`config.mk`:
```
export PLATFORM = sky130hd
export DESIGN_NAME = uart_rx
export DESIGN_NICKNAME = d
export VERILOG_FILES = /design/src/rtl/uart_pkg.sv /design/src/rtl/uart_os_tick_gen.sv /design/src/rtl/uart_rx.sv
export SDC_FILE = /design/constraint.sdc
export NUM_CORES = 1
export LEC_CHECK = 0
export CAP_MARGIN = 30
export CORE_MARGIN = 10
export CORE_UTILIZATION = 55
export DETAILED_ROUTE_END_ITERATION = 12
export PLACE_DENSITY = 0.81
export SLEW_MARGIN = 20
export SYNTH_ARGS = -nofsm -noshare
export SYNTH_HDL_FRONTEND = slang
export SYNTH_HIERARCHICAL = 1
export SYNTH_SLANG_ARGS = --single-unit
```
`constraint.sdc`:
```
create_clock -name clk -period 2.9 [get_ports clk]
set_clock_uncertainty 0.05 [all_clocks]
set_input_delay 0.435 -clock clk [delete_from_list [all_inputs] [get_ports clk]]
set_output_delay 0.435 -clock clk [all_outputs]
set_load 0.02 [all_outputs]
```
`src/rtl/uart_pkg.sv`:
```
// -----------------------------------------------------------------------------
// uart_pkg
// Shared definitions for the UART blocks: the receiver state encoding, default
// clock/baud/oversampling settings, and the oversample divider calculation
// (also used by baud_generator so both sides agree on the tick period).
// -----------------------------------------------------------------------------
package uart_pkg;

    localparam int CLK_FREQ_DEF = 10_000_000;
    localparam int BAUD_DEF     = 9600;
    localparam int OVS_DEF      = 16;

    typedef enum logic [2:0] {
        IDLE,
        START,
        DATA,
        STOP,
        BREAK
    } rx_state_t;

    // Clocks per oversample tick, rounded to nearest.
    function automatic int calc_div(input int clk_freq, input int baud, input int ovs);
        return (clk_freq + (baud * ovs) / 2) / (baud * ovs);
    endfunction

endpackage

```
`src/rtl/uart_os_tick_gen.sv`:
```
// -----------------------------------------------------------------------------
// uart_os_tick_gen
// Free-running divider producing a one-cycle oversample tick every DIV clocks.
// Ports:
//   clk    - system clock
//   rst_n  - asynchronous active-low reset (counter restarts at 0)
//   o_tick - high for one clk when the counter reaches DIV-1
// -----------------------------------------------------------------------------
module uart_os_tick_gen #(
    parameter int DIV = 65
) (
    input  logic clk,
    input  logic rst_n,
    output logic o_tick
);

    localparam int CW = (DIV > 1) ? $clog2(DIV) : 1;

    logic [CW-1:0] r_count;
    logic          w_wrap;

    assign w_wrap = (r_count == CW'(DIV - 1));

    // NOTE: sequential state is always written with non-blocking assignments
    // so every flop samples pre-edge values regardless of statement order.
    always_ff @(posedge clk or negedge rst_n) begin
        if (!rst_n) begin
            r_count <= '0;
        end else if (w_wrap) begin
            r_count <= '0;
        end else begin
            r_count <= r_count + CW'(1);
        end
    end

    assign o_tick = w_wrap;

endmodule

```
`src/rtl/uart_rx.sv`:
```
// -----------------------------------------------------------------------------
// uart_rx
// 8N1 serial receiver with 16x (OVS) oversampling. The raw line is
// synchronised through two flops; a falling edge starts a frame, the start bit
// is re-checked at its midpoint to reject glitches, then data and stop bits
// are sampled at their midpoints. Good frames produce a one-cycle rx_valid;
// a low stop bit produces a one-cycle frame_error and the receiver waits for
// the line to return high before looking for another start bit.
// Ports:
//   clk         - system clock
//   rst_n       - asynchronous active-low reset
//   rx_serial   - raw serial line (asynchronous, idles high)
//   rx_data     - last correctly received byte
//   rx_valid    - one-cycle strobe, rx_data updated this cycle
//   rx_busy     - high whenever a frame is being processed
//   frame_error - one-cycle strobe, stop bit sampled low
// -----------------------------------------------------------------------------
module uart_rx
    import uart_pkg::*;
#(
    parameter int CLK_FREQ = CLK_FREQ_DEF,
    parameter int BAUD     = BAUD_DEF,
    parameter int OVS      = OVS_DEF,
    parameter int DIV      = calc_div(CLK_FREQ, BAUD, OVS)
) (
    input  logic       clk,
    input  logic       rst_n,
    input  logic       rx_serial,
    output logic [7:0] rx_data,
    output logic       rx_valid,
    output logic       rx_busy,
    output logic       frame_error
);

    localparam int CW = $clog2(OVS);

    logic            r_sync1;
    logic            r_sync2;
    rx_state_t       r_state;
    rx_state_t       w_state_next;
    logic [CW-1:0]   r_cnt;
    logic [2:0]      r_bit_idx;
    logic [7:0]      r_shift;
    logic [7:0]      r_data;
    logic            r_valid;
    logic            r_ferr;

    logic            w_rx_s;
    logic            w_tick;
    logic            w_mid_start;
    logic            w_mid_bit;
    logic            w_shift;
    logic            w_good;
    logic            w_bad;

    uart_os_tick_gen #(
        .DIV (DIV)
    ) u_tick (
        .clk    (clk),
        .rst_n  (rst_n),
        .o_tick (w_tick)
    );

    assign w_rx_s      = r_sync2;
    // Start bit is checked half a bit in; every later bit one full bit after
    // the previous sample, which lands mid-bit.
    assign w_mid_start = w_tick && (r_cnt == CW'(OVS / 2 - 1));
    assign w_mid_bit   = w_tick && (r_cnt == CW'(OVS - 1));

    // NOTE: every output of a combinational block gets a default first, so no
    // path through the case statement can leave it unassigned (no latches).
    always_comb begin
        w_state_next = r_state;
        w_shift      = 1'b0;
        w_good       = 1'b0;
        w_bad        = 1'b0;
        case (r_state)
            IDLE: begin
                if (!w_rx_s) w_state_next = START;
            end
            START: begin
                if (w_mid_start) w_state_next = w_rx_s ? IDLE : DATA;
            end
            DATA: begin
                if (w_mid_bit) begin
                    w_shift = 1'b1;
                    if (r_bit_idx == 3'd7) w_state_next = STOP;
                end
            end
            STOP: begin
                if (w_mid_bit) begin
                    if (w_rx_s) begin
                        w_good       = 1'b1;
                        w_state_next = IDLE;
                    end else begin
                        w_bad        = 1'b1;
                        w_state_next = BREAK;
                    end
                end
            end
            BREAK: begin
                // No start detection here: a held-low line is one error only.
                if (w_rx_s) w_state_next = IDLE;
            end
            default: w_state_next = IDLE;
        endcase
    end

    // NOTE: every flop here, shift register and data register included, is
    // reset so the block comes up in a fully defined idle state.
    always_ff @(posedge clk or negedge rst_n) begin
        if (!rst_n) begin
            r_sync1   <= 1'b1;
            r_sync2   <= 1'b1;
            r_state   <= IDLE;
            r_cnt     <= '0;
            r_bit_idx <= '0;
            r_shift   <= '0;
            r_data    <= '0;
            r_valid   <= 1'b0;
            r_ferr    <= 1'b0;
        end else begin
            r_sync1 <= rx_serial;
            r_sync2 <= r_sync1;
            r_state <= w_state_next;

            // Cleared on every transition and after each data sample, so the
            // count always measures distance from the last reference point.
            if ((w_state_next != r_state) || w_shift) begin
                r_cnt <= '0;
            end else if (w_tick) begin
                r_cnt <= r_cnt + CW'(1);
            end

            if ((w_state_next == DATA) && (r_state != DATA)) begin
                r_bit_idx <= '0;
            end else if (w_shift) begin
                r_bit_idx <= r_bit_idx + 3'd1;
            end

            // LSB arrives first; after eight shifts it sits in bit 0.
            if (w_shift) r_shift <= {w_rx_s, r_shift[7:1]};

            if (w_good) r_data <= r_shift;
            r_valid <= w_good;
            r_ferr  <= w_bad;
        end
    end

    assign rx_data     = r_data;
    assign rx_valid    = r_valid;
    assign rx_busy     = (r_state != IDLE);
    assign frame_error = r_ferr;

endmodule

```
==> key figures, run 1 <==
Synth
  – Synth warn: 6
  – Syn_area_per_cell: 12.3 sq um
  – Mux cell area share after synthesis: 10.5%
  – Synth Area in Compound Gates: 9.57%
  – Synth Register Bits: 37
  – Top flip-flop cell by instance count after synthesis: dfrtp_1
  – Area share of fa/ha/maj cells after synthesis: 3.68%
  – Synthesized Nets: 146
  – Area of the mapped netlist: 1700 sq um
  – Portion of the post-synthesis area used by sequential elements: 54.6%
  – Synthesized-area fraction occupied by and/or/nand/nor cells: 14.8%
  – Number of enable-type register cells in the synthesized netlist: 0
  – Gate Count Post-Synth: 138
  – Xor and xnor area share after synthesis: 3.61%
  – Dominant combinational cell family by area after synthesis: simple AND/OR/NAND/NOR gates
  – Count of distinct cell types in the synthesized netlist: 40
  – Share of async-settable or async-resettable flops after synthesis: 100%

Critical path
  – Internal reg-to-reg setup slack: 0.35 ns
  – CP Launch Type: register
  – Cell chain of the critical path: inv_1, ha_1, nand4bb_1, nor3_1, nand3_4, nor4_4, mux2_2
  – Endpoint class of the critical path: register
  – CP Class: reg2reg
  – Data arrival time of the critical path: 2.74 ns
  – Number of buffer and inverter stages on the critical path: 1
  – Depth of the worst register-to-register path: 7
  – Destination of the worst register-to-register timing path: rx_data[4]
  – CP Max Fanout: 11
  – Delay contributed by the slowest stage of the critical path: 0.60 ns
  – Worst endpoint required time: 3.09 ns
  – Slowest stage cell, crit path: nor4_4
  – Top cell family by delay on the critical path: simple AND/OR/NAND/NOR gates
  – R2r startpoint: u_tick/r_count[0]

Die
  – Horizontal extent of the die: 75.6 um
  – Number of standard-cell rows in the floorplan: 20
  – Number of I/O pins: 14
  – Area inside the core boundary: 3000 sq um
  – Initial standard-cell utilization of the core: 56.6%
  – Die height: 75.6 um
  – Die Area: 5720 sq um

Cells and area
  – Most frequent cells in the layout: 35 x dfrtp_1, 15 x mux2_2, 13 x clkdlybuf4s50_1
  – Count of inserted antenna diode cells: 0
  – Utilization after layout: 64.5%
  – Area growth from synthesis to layout: 13.8%
  – Filler cells: 244
  – Total number of nets in the final design: 161
  – Commonest non-fill, non-tap cell in the layout: dfrtp_1
  – Share of final-layout standard cells stronger than drive strength 1: 20.1%

Routing
  – Post-route antenna net violation count: 0
  – Average wire length per cell after detail routing: 17.0 um
  – Via count normalized by instance count: 6.12
  – Initial DRC Count: 105
  – DRC errors left: 0
  – Vias: 1144
  – Routed Wire Length: 3.18 mm
  – Number of optimization iterations in the first detailed-route pass: 4

Hold path
  – Critical hold path startpoint: r_sync1
  – Hold EP: r_sync2
  – Worst hold path cell count: 0
  – Kind of path behind the tightest hold check: reg2reg

Clocking
  – Clock tree from TritonCTS: done
  – Buffer levels on the longest clock path: 2
  – Post-CTS setup buffer count: 0
  – Clock tree sinks: 37
  – Clock latency of the later-clocked register in the worst-skew pair: 0.35 ns
  – CTS Root Cell: clkbuf_4
  – CTS buffer count: 5
  – CTS resizes: 0
  – Clock Pin Slew Worst Setup and Hold Paths: 0.11 ns
  – CTS H-tree depth: 2
  – Post-CTS Hold Buffers: 0

Timing
  – TNS Setup: 0 ns
  – Maximum operating frequency: 393 MHz
  – Min Clock Period, post-route: 2.55 ns
  – Final setup vio count: 0
  – Final period utilization: 87.8%
  – Actual slew at the worst max-slew pin: 0.644 ns
  – Number of hold violations in the final report: 0
  – RSZ-0062 raised after global routing: no
  – Final Slew Violations: 0
  – Slew HR: 56.4%

Placement
  – Number of buffer cells added on primary ports: 13
  – Routability cong.: 0.791
  – HPWL after detailed placement: 2.29 mm

GRT
  – Via count of the first global-routing pass: 1202
  – Global-route wire length before repair: 5.41 mm
  – Final global-route overflow total: 0
  – Maximum number of pins on one net before global-route repair: 38
  – All-Layer GR Usage: 12.6%
  – Antenna violations before repair: 0

Power
  – Leakage power: 0.000879 uW
  – Max rail drop VDD: 0.334 mV
  – Total power divided by cell area: 469 nW/um^2

Job
  – # Max-Cap Violations: 0

Outcome
  – Run status: finished clean
## worst max-delay path by stage
stage	start	to	slack [ns]	cells after the start
after floorplan	u_tick/r_count[0]	rx_data[0]	0.62	8
after global placement	u_tick/r_count[0]	rx_data[4]	0.46	7
after detailed placement	u_tick/r_count[0]	rx_data[4]	0.36	7
after CTS	u_tick/r_count[0]	rx_data[4]	0.36	7
after global routing	u_tick/r_count[0]	rx_data[4]	0.12	7
final	u_tick/r_count[0]	rx_data[4]	0.35	7
## per-layer routing
| metal | track usage [%] | up-vias | part of all wire [%] |
|---|---|---|---|
| met3 | 5.99 | 9 | 6.3 |
| li1 | - | 530 | - |
| met2 | 20.7 | 28 | 49 |
| met5 | 0 | - | 0 |
| met1 | 13.5 | 577 | 43 |
| met4 | 5.57 | 0 | 2.3 |
## where the power goes
part | total [uW] | leakage (uW) | internal, uW | switching [uW]
registers | 520 | 0.000491 | 518 | 1.62
logic | 15.3 | 0.000343 | 4.06 | 11.2
clock network | 373 | 0.0000455 | 206 | 168
## state kept, by name, summed over array words and instances (netlist names)
signal,count
u_tick/r_count,7
r_state,3
r_shift,8
r_cnt,4
rx_valid,1
r_sync1,1
frame_error,1
r_bit_idx,3
r_sync2,1
rx_data,8
## cells in the mapped netlist, types with 3 or more instances
master	count	area [sq um]
or3_1	4	25.0
a21oi_1	5	25.0
inv_1	5	18.8
mux2_2	15	169
a211oi_1	4	30.0
ha_1	5	62.6
nand3_1	4	20.0
nand2_1	5	18.8
nor3_1	4	20.0
o21ai_0	7	35.0
dfrtp_1	35	876
nor2_1	3	11.3
clkbuf_1	3	11.3
xnor2_1	5	43.8
## per-stage QoR
step	cell area (sq um)	hold WS (ns)	cells	power [uW]	setup WS, ns
CTS	1940	0.313	187	918	0.355
global route	1940	0.316	187	945	0.116
floorplan	1700	0.0894	138	532	0.619
detailed placement	1850	0.297	179	546	0.360
finish	1940	0.310	187	909	0.353
global placement	1850	0.297	179	545	0.456
## logic make-up after synthesis
group           after synthesis
xor+xnor                      7
simple gates                 36
mux                          16
fa+ha+maj                     5
flops                        37
compound gates               25
buf+inv                      12
## final cells by class
| cell class | count | area (sq um) | area share, % |
|---|---|---|---|
| clock inverters | 1 | 30.0 | 1.55 |
| flip-flops and latches | 37 | 928 | 48.0 |
| inverters | 5 | 18.8 | 0.970 |
| repair buffers | 15 | 145 | 7.50 |
| well taps | 33 | 41.3 | 2.13 |
| clock buffers | 7 | 55.1 | 2.84 |
| multi-input cells | 89 | 717 | 37.0 |
Note: power is estimated with default switching activity, not from simulation.
==> run 2, diff against run 1 <==
- CORE_UTILIZATION: 55 -> 51
- PLACE_DENSITY: 0.81 -> 0.79
- SETUP_SLACK_MARGIN: default -> 0.15
- clock period: 2.9 -> 2.25 ns (I/O delays scaled with it)
==> key figures, run 2 (synthesized netlist as in run 1, its figures left out) <==
Critical path
  – Cell chain of the critical path: inv_2, ha_4, nand4bb_1, nor3_4, buf_6, and3_2, buf_6, a31oi_1, a311oi_1
  – Depth of the worst register-to-register path: 9 (+2)
  – Worst endpoint required time: 2.43 ns (-0.66 ns)
  – R2r startpoint: u_tick/r_count[0]
  – Data arrival time of the critical path: 2.32 ns (-0.42 ns)
  – Cell repeated most along the worst path: buf_6
  – CP Launch Type: register
  – Endpoint class of the critical path: register
  – CP Class: reg2reg
  – CP Max Fanout: 7 (-4)
  – Delay contributed by the slowest stage of the critical path: 0.44 ns (-0.16 ns)
  – Slowest stage cell, crit path: dfrtp_1
  – Internal reg-to-reg setup slack: 0.11 ns (-0.25 ns)
  – Destination of the worst register-to-register timing path: r_state[1]

Routing
  – Routed Wire Length: 3.60 mm (+13%)
  – Via count normalized by instance count: 5.74 (-6.2%)
  – Initial DRC Count: 90 (-14%)
  – Number of optimization iterations in the first detailed-route pass: 4 (unchanged)
  – Vias: 1199 (+4.8%)
  – Post-route antenna net violation count: 0 (unchanged)
  – Average wire length per cell after detail routing: 17.2 um (+1.3%)
  – DRC errors left: 0 (unchanged)

Timing
  – Maximum operating frequency: 467 MHz (+19%)
  – TNS Setup: 0 ns (unchanged)
  – Number of hold violations in the final report: 0 (unchanged)
  – Slew HR: 47.3% (-9.1 points)
  – Actual slew at the worst max-slew pin: 0.790 ns (+0.146 ns)
  – Final setup vio count: 0 (unchanged)
  – Final period utilization: 95.2% (+7.4 points)
  – RSZ-0062 raised after global routing: yes
  – Min Clock Period, post-route: 2.14 ns (-0.405 ns)
  – Final Slew Violations: 0 (unchanged)

Placement
  – Placed cell area: 1900 sq um (+2.8%)
  – Number of buffer cells added on primary ports: 13 (unchanged)
  – Routability cong.: 0.812 (+2.7%)
  – HPWL after detailed placement: 2.26 mm (-1.7%)

GRT
  – Final global-route overflow total: 0 (unchanged)
  – Maximum number of pins on one net before global-route repair: 38 (unchanged)
  – Global-route wire length before repair: 5.33 mm (-1.4%)
  – Via count of the first global-routing pass: 1167 (-2.9%)
  – All-Layer GR Usage: 10.8% (-1.8 points)
  – Antenna violations before repair: 0 (unchanged)

Cells and area
  – Filler cells: 204 (-16%)
  – Area growth from synthesis to layout: 24.7%
  – Count of inserted antenna diode cells: 0 (unchanged)
  – Most frequent cells in the layout: 34 x dfrtp_1, 11 x clkdlybuf4s50_1, 10 x mux2_2
  – Layout Cell Area excl Fill: 2120 sq um (+9.6%)
  – Total number of nets in the final design: 172 (+6.8%)
  – Commonest non-fill, non-tap cell in the layout: dfrtp_1
  – Share of final-layout standard cells stronger than drive strength 1: 33.3% (+13 points)

Clocking
  – Post-CTS Hold Buffers: 0 (unchanged)
  – Clock Pin Slew Worst Setup and Hold Paths: 0.11 ns (about the same)
  – Clock tree sinks: 37 (unchanged)
  – CTS buffer count: 5 (unchanged)
  – Clock latency of the later-clocked register in the worst-skew pair: 0.34 ns (about the same)
  – CTS H-tree depth: 2 (unchanged)
  – CTS Root Cell: clkbuf_4
  – Clock tree from TritonCTS: done
  – Buffer levels on the longest clock path: 2 (unchanged)

Die
  – Die height: 77.7 um (+2.8%)
  – Horizontal extent of the die: 77.7 um (+2.8%)
  – Die Area: 6040 sq um (+5.7%)
  – Number of I/O pins: 14 (unchanged)
  – Area inside the core boundary: 3130 sq um (+4.2%)
  – Initial standard-cell utilization of the core: 54.4% (-2.3 points)
  – Number of standard-cell rows in the floorplan: 20 (unchanged)

Power
  – Max rail drop VDD: 0.405 mV (+21%)
  – Total power divided by cell area: 542 nW/um^2 (+15%)
  – Leakage power: 0.000956 uW (+8.7%)
  – Total Power: 1150 uW (+27%)

Job
  – # Max-Cap Violations: 0 (unchanged)

Outcome
  – Run status: finished clean

Hold path
  – Kind of path behind the tightest hold check: in2async
==> run 2: cell type report <==
class	instances	area [sq um]	area share [%]
clock inverter	2	38.8	1.83
multi-input combinational	89	797	37.6
sequential	37	930	43.8
inverter	5	18.8	0.885
timing repair buffer	26	240	11.3
tap	44	55.1	2.60
clock buffer	6	41.3	1.95
==> run 2: per-stage QoR <==
step | worst slack (ns) | hold slack (ns) | instances | utilization [%]
2_1_floorplan | 0.107 | -0.00809 | 138 | -
3_3_place_gp | 0.252 | 0.298 | 195 | 60.8
3_5_place_dp | 0.104 | 0.301 | 195 | 60.8
4_1_cts | 0.117 | 0.0295 | 203 | 63.6
5_1_grt | 0.0335 | 0.0481 | 209 | 67.8
6_report | 0.108 | 0.0159 | 209 | 67.8
==> run 2: critical path: cells and delay by family, from the launching register on <==
family / cells / cell delay (ns)
simple gates: 3 / 0.66
flops: 1 / 0.44
compound gates: 2 / 0.36
fa+ha+maj: 1 / 0.12
buf+inv: 3 / 0.40
==> run 2: power breakdown <==
part           switching, uW  internal, uW
combinational           14.8          3.28
clock                    224           237
sequential              2.40           668
total                    242           908
==> run 2: what timing repair did <==
action,CTS,global route
cloned,0,1
setup buffers,0,5
resized for setup,3,22
pin swaps,0,7
setup endpoints to repair,10,23
==> run 2: worst max-delay path by stage <==
stage | start | to | slack, ns | depth (start not counted)
finish | u_tick/r_count[0] | r_state[1] | 0.11 | 9
global route | u_tick/r_count[0] | r_state[1] | 0.03 | 9
CTS | r_state[2] | rx_busy | 0.12 | 2
detailed placement | u_tick/r_count[0] | r_shift[3] | 0.10 | 8
global placement | u_tick/r_count[0] | r_shift[5] | 0.25 | 8
floorplan | u_tick/r_count[0] | rx_data[0] | 0.11 | 8
==> run 2: metal layers <==
| layer | GRT usage (%) | wire [um] | vias to the layer above |
|---|---|---|---|
| met3 | 3.92 | 214 | 8 |
| met1 | 11.7 | 1500 | 598 |
| met5 | 0 | 0 | - |
| met4 | 5.84 | 50 | 0 |
| li1 | - | - | 552 |
| met2 | 18.0 | 1840 | 41 |
==> run 3, diff against run 2 <==
- CORE_UTILIZATION: 51 -> 53
- CTS_BUF_LIST: default -> sky130_fd_sc_hd__clkbuf_8
- PLACE_DENSITY: 0.79 -> 0.82
==> key figures, run 3 (synthesized netlist as in run 1, its figures left out) <==
Outcome
  – Run status: finished clean

Cells and area
  – Count of inserted antenna diode cells: 0 (unchanged)
  – Most frequent cells in the layout: 34 x dfrtp_1, 14 x mux2_2, 14 x buf_4
  – Layout Cell Area excl Fill: 2120 sq um (+0.12%)
  – Footprint of the flip-flops and latches: 930 sq um (unchanged)
  – Filler cells: 218 (+6.9%)
  – Total area of multi-input combinational cells: 764 sq um (-4.1%)
  – Utilization after layout: 69.5% (+1.7 points)
  – Area growth from synthesis to layout: 24.9%
  – Commonest non-fill, non-tap cell in the layout: dfrtp_1
  – Total number of nets in the final design: 174 (+1.2%)
  – Share of final-layout standard cells stronger than drive strength 1: 32.3% (-1.0 points)

Critical path
  – Depth of the worst register-to-register path: 9 (unchanged)
  – Worst endpoint required time: 2.39 ns (-0.04 ns)
  – Destination of the worst register-to-register timing path: r_cnt[3]
  – Endpoint class of the critical path: register
  – Cell repeated most along the worst path: buf_4
  – R2r startpoint: u_tick/r_count[1]
  – Crit. Startpoint: u_tick/r_count[1]
  – Internal reg-to-reg setup slack: 0.21 ns (+0.10 ns)
  – Capturing instance or port of the critical path: r_cnt[3]
  – CP Max Fanout: 7 (unchanged)
  – Data arrival time of the critical path: 2.18 ns (-0.14 ns)
  – CP Class: reg2reg
  – CP Launch Type: register
  – Slowest stage cell, crit path: dfrtp_1
  – Delay contributed by the slowest stage of the critical path: 0.39 ns (-0.05 ns)
  – Cell chain of the critical path: inv_2, ha_4, nand4bb_1, nor3_2, buf_4, and3_1, buf_4, a211o_1, a211oi_1

Job
  – # Max-Cap Violations: 0 (unchanged)

Hold path
  – Kind of path behind the tightest hold check: in2async

Routing
  – Routed Wire Length: 3.46 mm (-3.8%)
  – Average wire length per cell after detail routing: 16.4 um (-4.7%)
  – Via count normalized by instance count: 5.75 (+0.29%)
  – Initial DRC Count: 55 (-39%)
  – Post-route antenna net violation count: 0 (unchanged)
  – DRC errors left: 0 (unchanged)
  – Vias: 1214 (+1.3%)
  – Number of optimization iterations in the first detailed-route pass: 4 (unchanged)

GRT
  – Maximum number of pins on one net before global-route repair: 38 (unchanged)
  – Final global-route overflow total: 0 (unchanged)
  – Via count of the first global-routing pass: 1175 (+0.69%)
  – All-Layer GR Usage: 12.4% (+1.6 points)
  – Antenna violations before repair: 0 (unchanged)
  – Global-route wire length before repair: 5.75 mm (+7.8%)

Power
  – Leakage power: 0.000960 uW (+0.44%)
  – Total power divided by cell area: 587 nW/um^2 (+8.2%)
  – Max rail drop VDD: 0.471 mV (+16%)

Placement
  – Routability cong.: 0.815 (+0.34%)
  – Number of buffer cells added on primary ports: 13 (unchanged)
  – HPWL after detailed placement: 2.12 mm (-6.2%)
  – Placed cell area: 1890 sq um (-0.79%)

Timing
  – RSZ-0062 raised after global routing: yes
  – Number of hold violations in the final report: 0 (unchanged)
  – Actual slew at the worst max-slew pin: 0.780 ns (-0.0101 ns)
  – Maximum operating frequency: 489 MHz (+4.7%)
  – Final period utilization: 90.9% (-4.3 points)
  – Final setup vio count: 0 (unchanged)
  – Slew HR: 48.0% (+0.67 points)
  – Final Slew Violations: 0 (unchanged)
  – TNS Setup: 0 ns (unchanged)
  – Min Clock Period, post-route: 2.04 ns (-0.0968 ns)

Clocking
  – Clock tree sinks: 37 (unchanged)
  – Post-CTS Hold Buffers: 0 (unchanged)
  – CTS H-tree depth: 2 (unchanged)
  – CTS buffer count: 5 (unchanged)
  – Clock Pin Slew Worst Setup and Hold Paths: 0.07 ns (-0.04 ns)
  – Clock latency of the later-clocked register in the worst-skew pair: 0.29 ns (-0.05 ns)
  – Buffer levels on the longest clock path: 2 (unchanged)
  – CTS Root Cell: clkbuf_8
  – Clock tree from TritonCTS: done

Die
  – Die Area: 5870 sq um (-2.8%)
  – Area inside the core boundary: 3050 sq um (-2.4%)
  – Number of standard-cell rows in the floorplan: 20 (unchanged)
  – Number of I/O pins: 14 (unchanged)
  – Die height: 76.6 um (-1.4%)
  – Initial standard-cell utilization of the core: 55.7% (+1.3 points)
  – Horizontal extent of the die: 76.6 um (-1.4%)
run 3: area by class of cell:
cell class	instances	share of cell area, %
Sequential cell	37	43.8
Tap cell	44	2.59
Inverter	5	0.884
Clock inverter	3	2.00
Clock buffer	5	3.24
Timing Repair Buffer	28	11.5
Multi-Input combinational cell	89	36.0
run 3: report_power, final:
| part | switching [uW] | leakage [uW] | internal [uW] |
|---|---|---|---|
| combinational | 14.8 | 0.000412 | 3.26 |
| sequential | 2.24 | 0.000489 | 668 |
| clock | 229 | 0.0000595 | 328 |
| total | 246 | 0.000960 | 999 |
run 3: how the worst min path moves through the flow:
stage                                   end  slack (ns)  cells after the start
after floorplan                 frame_error      -0.008                      0
after global placement              r_sync2        0.30                      0
after detailed placement            r_sync2        0.30                      0
after CTS                 u_tick/r_count[1]        0.09                      1
after global routing      u_tick/r_count[3]        0.11                      1
final                     u_tick/r_count[2]        0.07                      1
run 3: through the flow:
step	power (uW)	hold WS (ns)	setup WS [ns]	cells
after detailed placement	701	0.297	0.0995	193
after floorplan	685	-0.00809	0.107	138
after global routing	1300	0.112	0.0608	211
final	1250	0.0709	0.205	211
after global placement	701	0.296	0.169	193
after CTS	1260	0.0893	0.155	207
run 3: timing repair:
| action | 4_1_cts | 5_1_grt |
|---|---|---|
| resized for setup | 4 | 9 |
| pin swaps | 3 | 1 |
| buffers inserted | 5 | 4 |
| gates cloned | 1 | 0 |
| endpoints found under the setup margin | 17 | 26 |
run 3: critical path: cells and delay by family, from the launching register on:
kind / cells / cell delay (ns)
flops: 1 / 0.39
fa+ha+maj: 1 / 0.15
buf+inv: 3 / 0.41
compound gates: 2 / 0.58
simple gates: 3 / 0.37
run 3: metal layers:
metal	global-route usage, %	vias up	wire, um
li1	-	553	-
met1	14.2	610	1480
met2	18.1	41	1670
met3	6.01	10	214
met4	7.81	0	104
met5	0	-	0
